**config.mk**
```make
export PLATFORM = sky130hd
export DESIGN_NAME = bn_fmap_streamer
export DESIGN_NICKNAME = d
export VERILOG_FILES = /design/src/rtl/bn_fmap_streamer.sv
export SDC_FILE = /design/constraint.sdc
export NUM_CORES = 1
export LEC_CHECK = 0
export CAP_MARGIN = 10
export CORE_AREA = 4 4 72 124
export CTS_CLUSTER_DIAMETER = 150
export DETAILED_ROUTE_END_ITERATION = 16
export DIE_AREA = 0 0 76 128
export GPL_TIMING_DRIVEN = 1
export PLACE_DENSITY = 0.66
export SYNTH_ARGS = -nofsm -noshare
export SYNTH_HDL_FRONTEND = slang
export SYNTH_SLANG_ARGS = --single-unit
```
**constraint.sdc**
```tcl
create_clock -name clk -period 2.65 [get_ports clk]
set_input_delay 0.795 -clock clk [delete_from_list [all_inputs] [get_ports clk]]
set_output_delay 0.795 -clock clk [all_outputs]
set_load 0.02 [all_outputs]
```
**src/rtl/bn_fmap_streamer.sv**
```systemverilog
// rtl/bn_fmap_streamer.sv - streams a normalized feature map out of BRAM as channel-framed stream beats
module bn_fmap_streamer #(
    parameter int DATA_WIDTH = 8,
    parameter int CHANNELS   = 128,
    parameter int HEIGHT     = 7,
    parameter int WIDTH      = 8,
    parameter int ADDR_WIDTH = 13,
    parameter int RD_LATENCY = 1
) (
    input  logic                  clk,
    input  logic                  rst_n,
    input  logic                  start,
    output logic                  busy,
    output logic                  done,
    output logic                  bram_en,
    output logic [ADDR_WIDTH-1:0] bram_addr,
    input  logic [DATA_WIDTH-1:0] bram_dout,
    output logic                  m_tvalid,
    input  logic                  m_tready,
    output logic [DATA_WIDTH-1:0] m_tdata,
    output logic                  m_tlast,
    output logic                  m_tuser
);
    localparam int PIX   = HEIGHT * WIDTH;
    localparam int DEPTH = RD_LATENCY + 1;
    localparam int PIXW  = (PIX > 1) ? $clog2(PIX) : 1;
    localparam int CHW   = (CHANNELS > 1) ? $clog2(CHANNELS) : 1;
    localparam int EW    = DATA_WIDTH + 2;

    typedef enum logic [1:0] {S_IDLE, S_READ, S_DRAIN, S_DONE} state_t;

    state_t                state;
    logic [PIXW-1:0]       pix_cnt;
    logic [CHW-1:0]        ch_cnt;
    logic [RD_LATENCY-1:0] vld_pipe;
    logic [RD_LATENCY-1:0] last_pipe;
    logic [RD_LATENCY-1:0] user_pipe;
    logic [EW-1:0]         fifo_mem [0:3];
    logic [1:0]            wr_ptr;
    logic [1:0]            rd_ptr;
    logic [2:0]            fifo_cnt;
    logic [2:0]            pipe_cnt;
    logic [EW-1:0]         head;
    logic                  push;
    logic                  pop;
    logic                  issue_last;
    logic                  issue_user;

    assign issue_last = (pix_cnt == PIXW'(PIX - 1));
    assign issue_user = issue_last && (ch_cnt == CHW'(CHANNELS - 1));
    assign push       = vld_pipe[RD_LATENCY-1];
    assign pop        = m_tvalid && m_tready;
    assign head       = fifo_mem[rd_ptr];

    assign m_tvalid = (fifo_cnt != 3'd0);
    assign m_tdata  = m_tvalid ? head[DATA_WIDTH-1:0] : '0;
    assign m_tlast  = m_tvalid & head[DATA_WIDTH];
    assign m_tuser  = m_tvalid & head[DATA_WIDTH+1];

    always_comb begin
        pipe_cnt = '0;
        for (int i = 0; i < RD_LATENCY; i++) begin
            pipe_cnt = pipe_cnt + {2'b00, vld_pipe[i]};
        end
    end

    // A pop in this cycle frees a slot, so a read may be issued against it without ever overflowing.
    assign bram_en = (state == S_READ) &&
                     (({1'b0, fifo_cnt} + {1'b0, pipe_cnt}) < (4'(DEPTH) + {3'b000, pop}));

    always_ff @(posedge clk) begin
        if (push) begin
            fifo_mem[wr_ptr] <= {user_pipe[RD_LATENCY-1], last_pipe[RD_LATENCY-1], bram_dout};
        end
    end

    always_ff @(posedge clk or negedge rst_n) begin
        if (!rst_n) begin
            state     <= S_IDLE;
            busy      <= 1'b0;
            done      <= 1'b0;
            bram_addr <= '0;
            pix_cnt   <= '0;
            ch_cnt    <= '0;
            vld_pipe  <= '0;
            last_pipe <= '0;
            user_pipe <= '0;
            wr_ptr    <= '0;
            rd_ptr    <= '0;
            fifo_cnt  <= '0;
        end else begin
            done <= 1'b0;

            // Flags travel with each read so they stay attached to their data word.
            vld_pipe[0]  <= bram_en;
            last_pipe[0] <= bram_en && issue_last;
            user_pipe[0] <= bram_en && issue_user;
            for (int i = 1; i < RD_LATENCY; i++) begin
                vld_pipe[i]  <= vld_pipe[i-1];
                last_pipe[i] <= last_pipe[i-1];
                user_pipe[i] <= user_pipe[i-1];
            end

            if (push) wr_ptr <= (wr_ptr == 2'(DEPTH - 1)) ? 2'd0 : wr_ptr + 2'd1;
            if (pop)  rd_ptr <= (rd_ptr == 2'(DEPTH - 1)) ? 2'd0 : rd_ptr + 2'd1;
            case ({push, pop})
                2'b10:   fifo_cnt <= fifo_cnt + 3'd1;
                2'b01:   fifo_cnt <= fifo_cnt - 3'd1;
                default: fifo_cnt <= fifo_cnt;
            endcase

            if (bram_en) begin
                if (issue_last) begin
                    pix_cnt <= '0;
                    ch_cnt  <= issue_user ? '0 : ch_cnt + CHW'(1);
                end else begin
                    pix_cnt <= pix_cnt + PIXW'(1);
                end
                bram_addr <= issue_user ? '0 : bram_addr + ADDR_WIDTH'(1);
            end

            case (state)
                S_IDLE: begin
                    if (start) begin
                        state <= S_READ;
                        busy  <= 1'b1;
                    end
                end
                S_READ: begin
                    if (bram_en && issue_user) state <= S_DRAIN;
                end
                S_DRAIN: begin
                    if ((pipe_cnt == 3'd0) &&
                        ((fifo_cnt == 3'd0) || ((fifo_cnt == 3'd1) && pop))) begin
                        state <= S_DONE;
                        done  <= 1'b1;
                    end
                end
                default: begin
                    state <= S_IDLE;
                    busy  <= 1'b0;
                end
            endcase
        end
    end
endmodule

```
# --- After elaboration in Yosys (flattened, before gate mapping) ---
# Memories as Yosys holds them, arrays and structs flattened.
# Index checks and enable logic that the tools add are counted.
word_totals:
  elab_cells: 72
  ram_bits: 40
  n_memories: 1
  latchBits: 0
  input_bits: 12
  mem_bits_ro: 0
  output_inout_bits: 27
  regBits: 40
classes:
  shifts: 0
  n_bitwise: 3
  n_mul: 0
  div_mod_pow: 0
  n_addsub: 9
  n_mux: 17
  n_eq_ne: 12
  reduce_logical: 17
  order_cmp: 1
mem_list:
  columns: ["memory", "words", "width", "rd", "rd_ports_with_merged_regs", "write_ports", "line", "text"]
  rows:
  - ["fifo_mem", 4, 10, 1, 0, 1, "38", "logic [EW-1:0] fifo_mem [0:3];"]
op_table:
  columns: ["op", "n"]
  rows:
  - ["13-bit by 1-bit adder with 13-bit output (second input constant)", 1]
  - ["13-bit 2-to-1 mux", 1]
  - ["2-bit 2-to-1 mux", 5]
  - ["2-bit by 1-bit == test with 1-bit output (second input constant)", 4]
  - ["8-bit 2-to-1 mux", 1]
  - ["7-bit by 1-bit adder with 7-bit output (second input constant)", 1]
  - ["7-bit == test (second input constant)", 1]
  - ["1-bit logical AND", 7]
  - ["7-bit 2-to-1 mux", 1]
  - ["6-bit by 1-bit adder with 6-bit output (second input constant)", 1]
  - ["6-bit == test (second input constant)", 1]
  - ["3-bit zero test", 2]
  - ["6-bit 2-to-1 mux", 1]
  - ["2-bit case mux with 3 select lines", 1]
  - ["3-bit case mux with 2 select lines", 1]
  - ["1-bit 2-to-1 mux", 5]
  - ["2-bit by 1-bit adder with 2-bit output (second input constant)", 2]
  - ["3-bit by 1-bit adder with 4-bit output", 1]
  - ["2-bit == test (second input constant)", 2]
  - ["4-bit by 3-bit less-than comparator with 1-bit output", 1]
  - ["2-bit != test (second input constant)", 2]
  - ["2-bit AND reduction", 2]
  - ["2-bit by 1-bit adder with 3-bit output (first input constant)", 1]
  - ["3-bit by 1-bit adder with 3-bit output (second input constant)", 1]
  - ["12 further kinds", 13]

# --- Longest topological paths before layout ---
depth:
  depth_word: 8
  ltp_mapped: 9

# --- Least setup slack after synthesis ---
# OpenSTA, ideal clock, no wires.
synth_timing:
  kind: "register to output"
  startpoint: "register fifo_cnt[0]"
  endpoint: "output bram_en"
  stages_incl_launch_ff: 7
  t_arrival_ns: 1.404
  path_slack_ns: 0.451
  required_ns: 1.855
  cell_sequence: "dfrtp_1 inv_1 ha_1 nor2b_1 o21ai_1 nand3_1 inv_2"
synth_between:
  elab_chain_len: 5
  elab_cells_between_ends: 6
synth_lines:
  columns: ["element", "line", "text"]
  rows:
  - ["start, declared", "41", "logic [2:0] fifo_cnt;"]
  - ["start signal, assigned", "107", "2'b10: fifo_cnt <= fifo_cnt + 3'd1;"]
  - ["start signal, assigned", "108", "2'b01: fifo_cnt <= fifo_cnt - 3'd1;"]
  - ["start signal, assigned", "109", "default: fifo_cnt <= fifo_cnt;"]
  - ["3-bit nonzero test", "55", "assign m_tvalid = (fifo_cnt != 3'd0);"]
  - ["1-bit logical AND", "52", "assign pop = m_tvalid && m_tready;"]
  - ["2-bit by 1-bit adder with 3-bit output", "69", "(({1'b0, fifo_cnt} + {1'b0, pipe_cnt}) < (4'(DEPTH) + {3'b000, pop}));"]
  - ["4-bit by 3-bit less-than comparator with 1-bit output (*)", "69", null]
  - ["1-bit logical AND (*)", "68", "assign bram_en = (state == S_READ) &&"]
  - ["end, declared", "15", "output logic bram_en,"]
# Mark *: on every way between the ends. The rest lies on a longest branch, timed or not.

# --- Worst setup path in the final report ---
# Same ends and word-level chain as after synthesis.

==> run summary <==
Post-Syn Nets: 299
Adder-cell share of the synthesized area: 4.880%
Num Clock Sinks: 80
Final hold violation count: 0
Fmax: 391.4 MHz
Syn-to-layout area delta: 25.79%
DR WL/cell: 16.28 µm
1st-pass router iterations: 4
Clock latency on the worst-skew pair: 330 ps
Worst Path Required: 1860 ps
Max transition margin: 66.06%
First-pass GRT wire length: 12030 µm
Clock transition at the registers of the reported paths: 60 ps
Initial Utilization: 45.39%
Reg2Reg Setup Slack: 510 ps
P per Cell Area: 1029 nW/µm²
Worst-path maximum fanout: 4
Worst-Margin Slew: 509.1 ps
Share of layout cells above drive strength 1: 20.23%
Synth top area cells: edfxtp_1, dfrtp_1, mux4_2
CP startpoint kind: register
Post-synthesis cell type count: 44
RD Place Congestion: 0.7574
Final period util: 96.41%
Worst Clk Skew: 6.654 ps
Via count: 2392
Simple-gate portion of the synthesized area: 13.35%
Number of enable flip-flop cells after synthesis: 40
Routed Antenna Nets: 0
Post-synthesis mux area share: 7.459%
Worst setup EP type: output port
Worst EP arrival: 1760 ps
Placed instance count: 419
DP Wirelength: 5305 µm
Reg-to-Reg End: state[1]
Clock buffer depth: 2
Final setup viols: 0
Initial DRC count: 111
Register area share after synthesis: 61.35%
Ys flop type: edfxtp_1
Die W: 76 µm
CTS Buf Count: 9
Status: finished clean
Cell depth of the worst flop-to-flop path: 8
Critical path class: register to output port
DRC viols: 0
GRT Resource Usage Total: 15.69%
Die ar.: 9728 µm²
Fraction of registers with async set/reset: 50.00%
Syn avg cell area: 13.15 µm²
Synth Cell Area: 3590 µm²
Drt via density: 5.486
Vias in the first global route: 2526
Ant. Diodes: 0
Final core utilization: 57.10%
Xor-xnor portion of the synthesized cell area: 2.196%
Yosys Warn Count: 0
Post-synthesis compound-gate area fraction: 8.853%
Final wirelength: 7098 µm
Synth cell count leaders: dfrtp_1, edfxtp_1, nor2_1, o21ai_0, nand2_1
Root buf cell: clkbuf_16
Area occupied by registers: 2202 µm²
Initial antenna violation count: 0
Total power: 0.004649 W
Num ports: 39
# fillers: 651
Fin. max-slew vios: 0
Die height: 128 µm
Post-CTS Hold Fix Bufs: 0
CTS H-tree depth: 3
Total grt overflow: 0
Largest net degree at the start of global routing: 24
Post-layout min period: 2555 ps
Top cell type by total area after synthesis: edfxtp_1
Worst min-delay path class: primary input to async pin
Peak supply drop: 0.7375 mV
Area occupied by multi-input gates: 1330 µm²
Nets: 367
Non-filler cells, final: 436
Lkg Pwr: 1.843 nW
Largest family of logic cells by synthesized area: simple AND/OR/NAND/NOR gates
Syn Inst Count: 273
Rows: 43
Core Box Area: 7909 µm²
Share of the synthesized area in the top cell type: 33.46%
TritonCTS clock tree: done
R2r startpoint: fifo_cnt[0]
I/O Buffers: 38
Number of synthesized register bits: 80
Max Cap Viol: 0
[critical path, cell delays in order (launching register included)]
cell,delay (ps)
dfrtp_1,410
ha_1,230
ha_1,190
a21boi_1,130
a21o_1,190
nand3_2,100
inv_2,40
buf_2,150
[metrics by stage]
step           hold WS (ps)  setup WS [ps]  area [µm²]  setup TNS [ps]
5_1_grt               294.9        -0.2913        4516         -0.2913
3_3_place_gp          456.7         -558.6        4250          -651.0
2_1_floorplan         441.3          450.8        3590               0
4_1_cts               291.2         -222.2        4559          -222.2
3_5_place_dp          463.2         -557.0        4250          -685.3
6_report              296.7          95.04        4516               0
[area by class of cell]
class                      count  share of cell area, %
timing repair buffer          64                  11.80
sequential                    80                  48.77
multi-input combinational    175                  29.45
tap                           90                  2.494
clock buffer                  10                  5.071
clock inverter                 6                  1.496
inverter                      11                 0.9144
[layout by cell type (no fill, tap or decap), types with 11 or more instances in the layout]
cell,instances
dfrtp_1,40
nor2_1,19
buf_4,24
o21ai_0,19
ha_1,14
nand2_1,17
nand3_1,11
clkdlybuf4s50_1,24
o31ai_1,11
edfxtp_1,40
nor2b_1,11
[per-layer routing]
layer  GRT usage, %  share of wire, %
met4          6.604               1.7
met2          30.25                58
met1          15.79                37
met5              0                 0
met3          3.446               2.9
[report_power, final]
part / internal, W / switching (W)
registers: 0.00154 / 0.000168
clock network: 0.000732 / 0.000478
logic: 0.000789 / 0.000941
total: 0.00306 / 0.00159
[sequential cells by signal, indices dropped and copies added (netlist names)]
| name | flops |
|---|---|
| last_pipe | 1 |
| wr_ptr | 2 |
| ch_cnt | 7 |
| fifo_mem | 40 |
| push | 1 |
| busy | 1 |
| state | 2 |
| fifo_cnt | 3 |
| pix_cnt | 6 |
| done | 1 |
| bram_addr | 13 |
| user_pipe | 1 |
| rd_ptr | 2 |
[repair_timing]
item | in CTS | in global routing
setup buffers | 1 | 0
pin swaps | 0 | 1
endpoints found under the setup margin | 12 | 12
resized for setup | 28 | 19
[how the worst max path moves through the flow]
stage	startpoint	end	slack, ps
6_report	fifo_cnt[0]	bram_en	100
2_1_floorplan	fifo_cnt[0]	bram_en	450
5_1_grt	fifo_cnt[0]	bram_en	-0.3
4_1_cts	m_tready	bram_en	-220
3_3_place_gp	m_tready	bram_en	-560
3_5_place_dp	m_tready	bram_en	-560
[logic make-up after synthesis]
logic type               count (synthesis)
AO/OA/AOI/OAI                           49
flip-flops                              80
AND/OR/NAND/NOR                         89
multiplexers                            14
adder cells (fa/ha/maj)                 14
XOR/XNOR                                 9
buffers and inverters                   18
No activity file was read; power rests on OpenSTA's default activity.
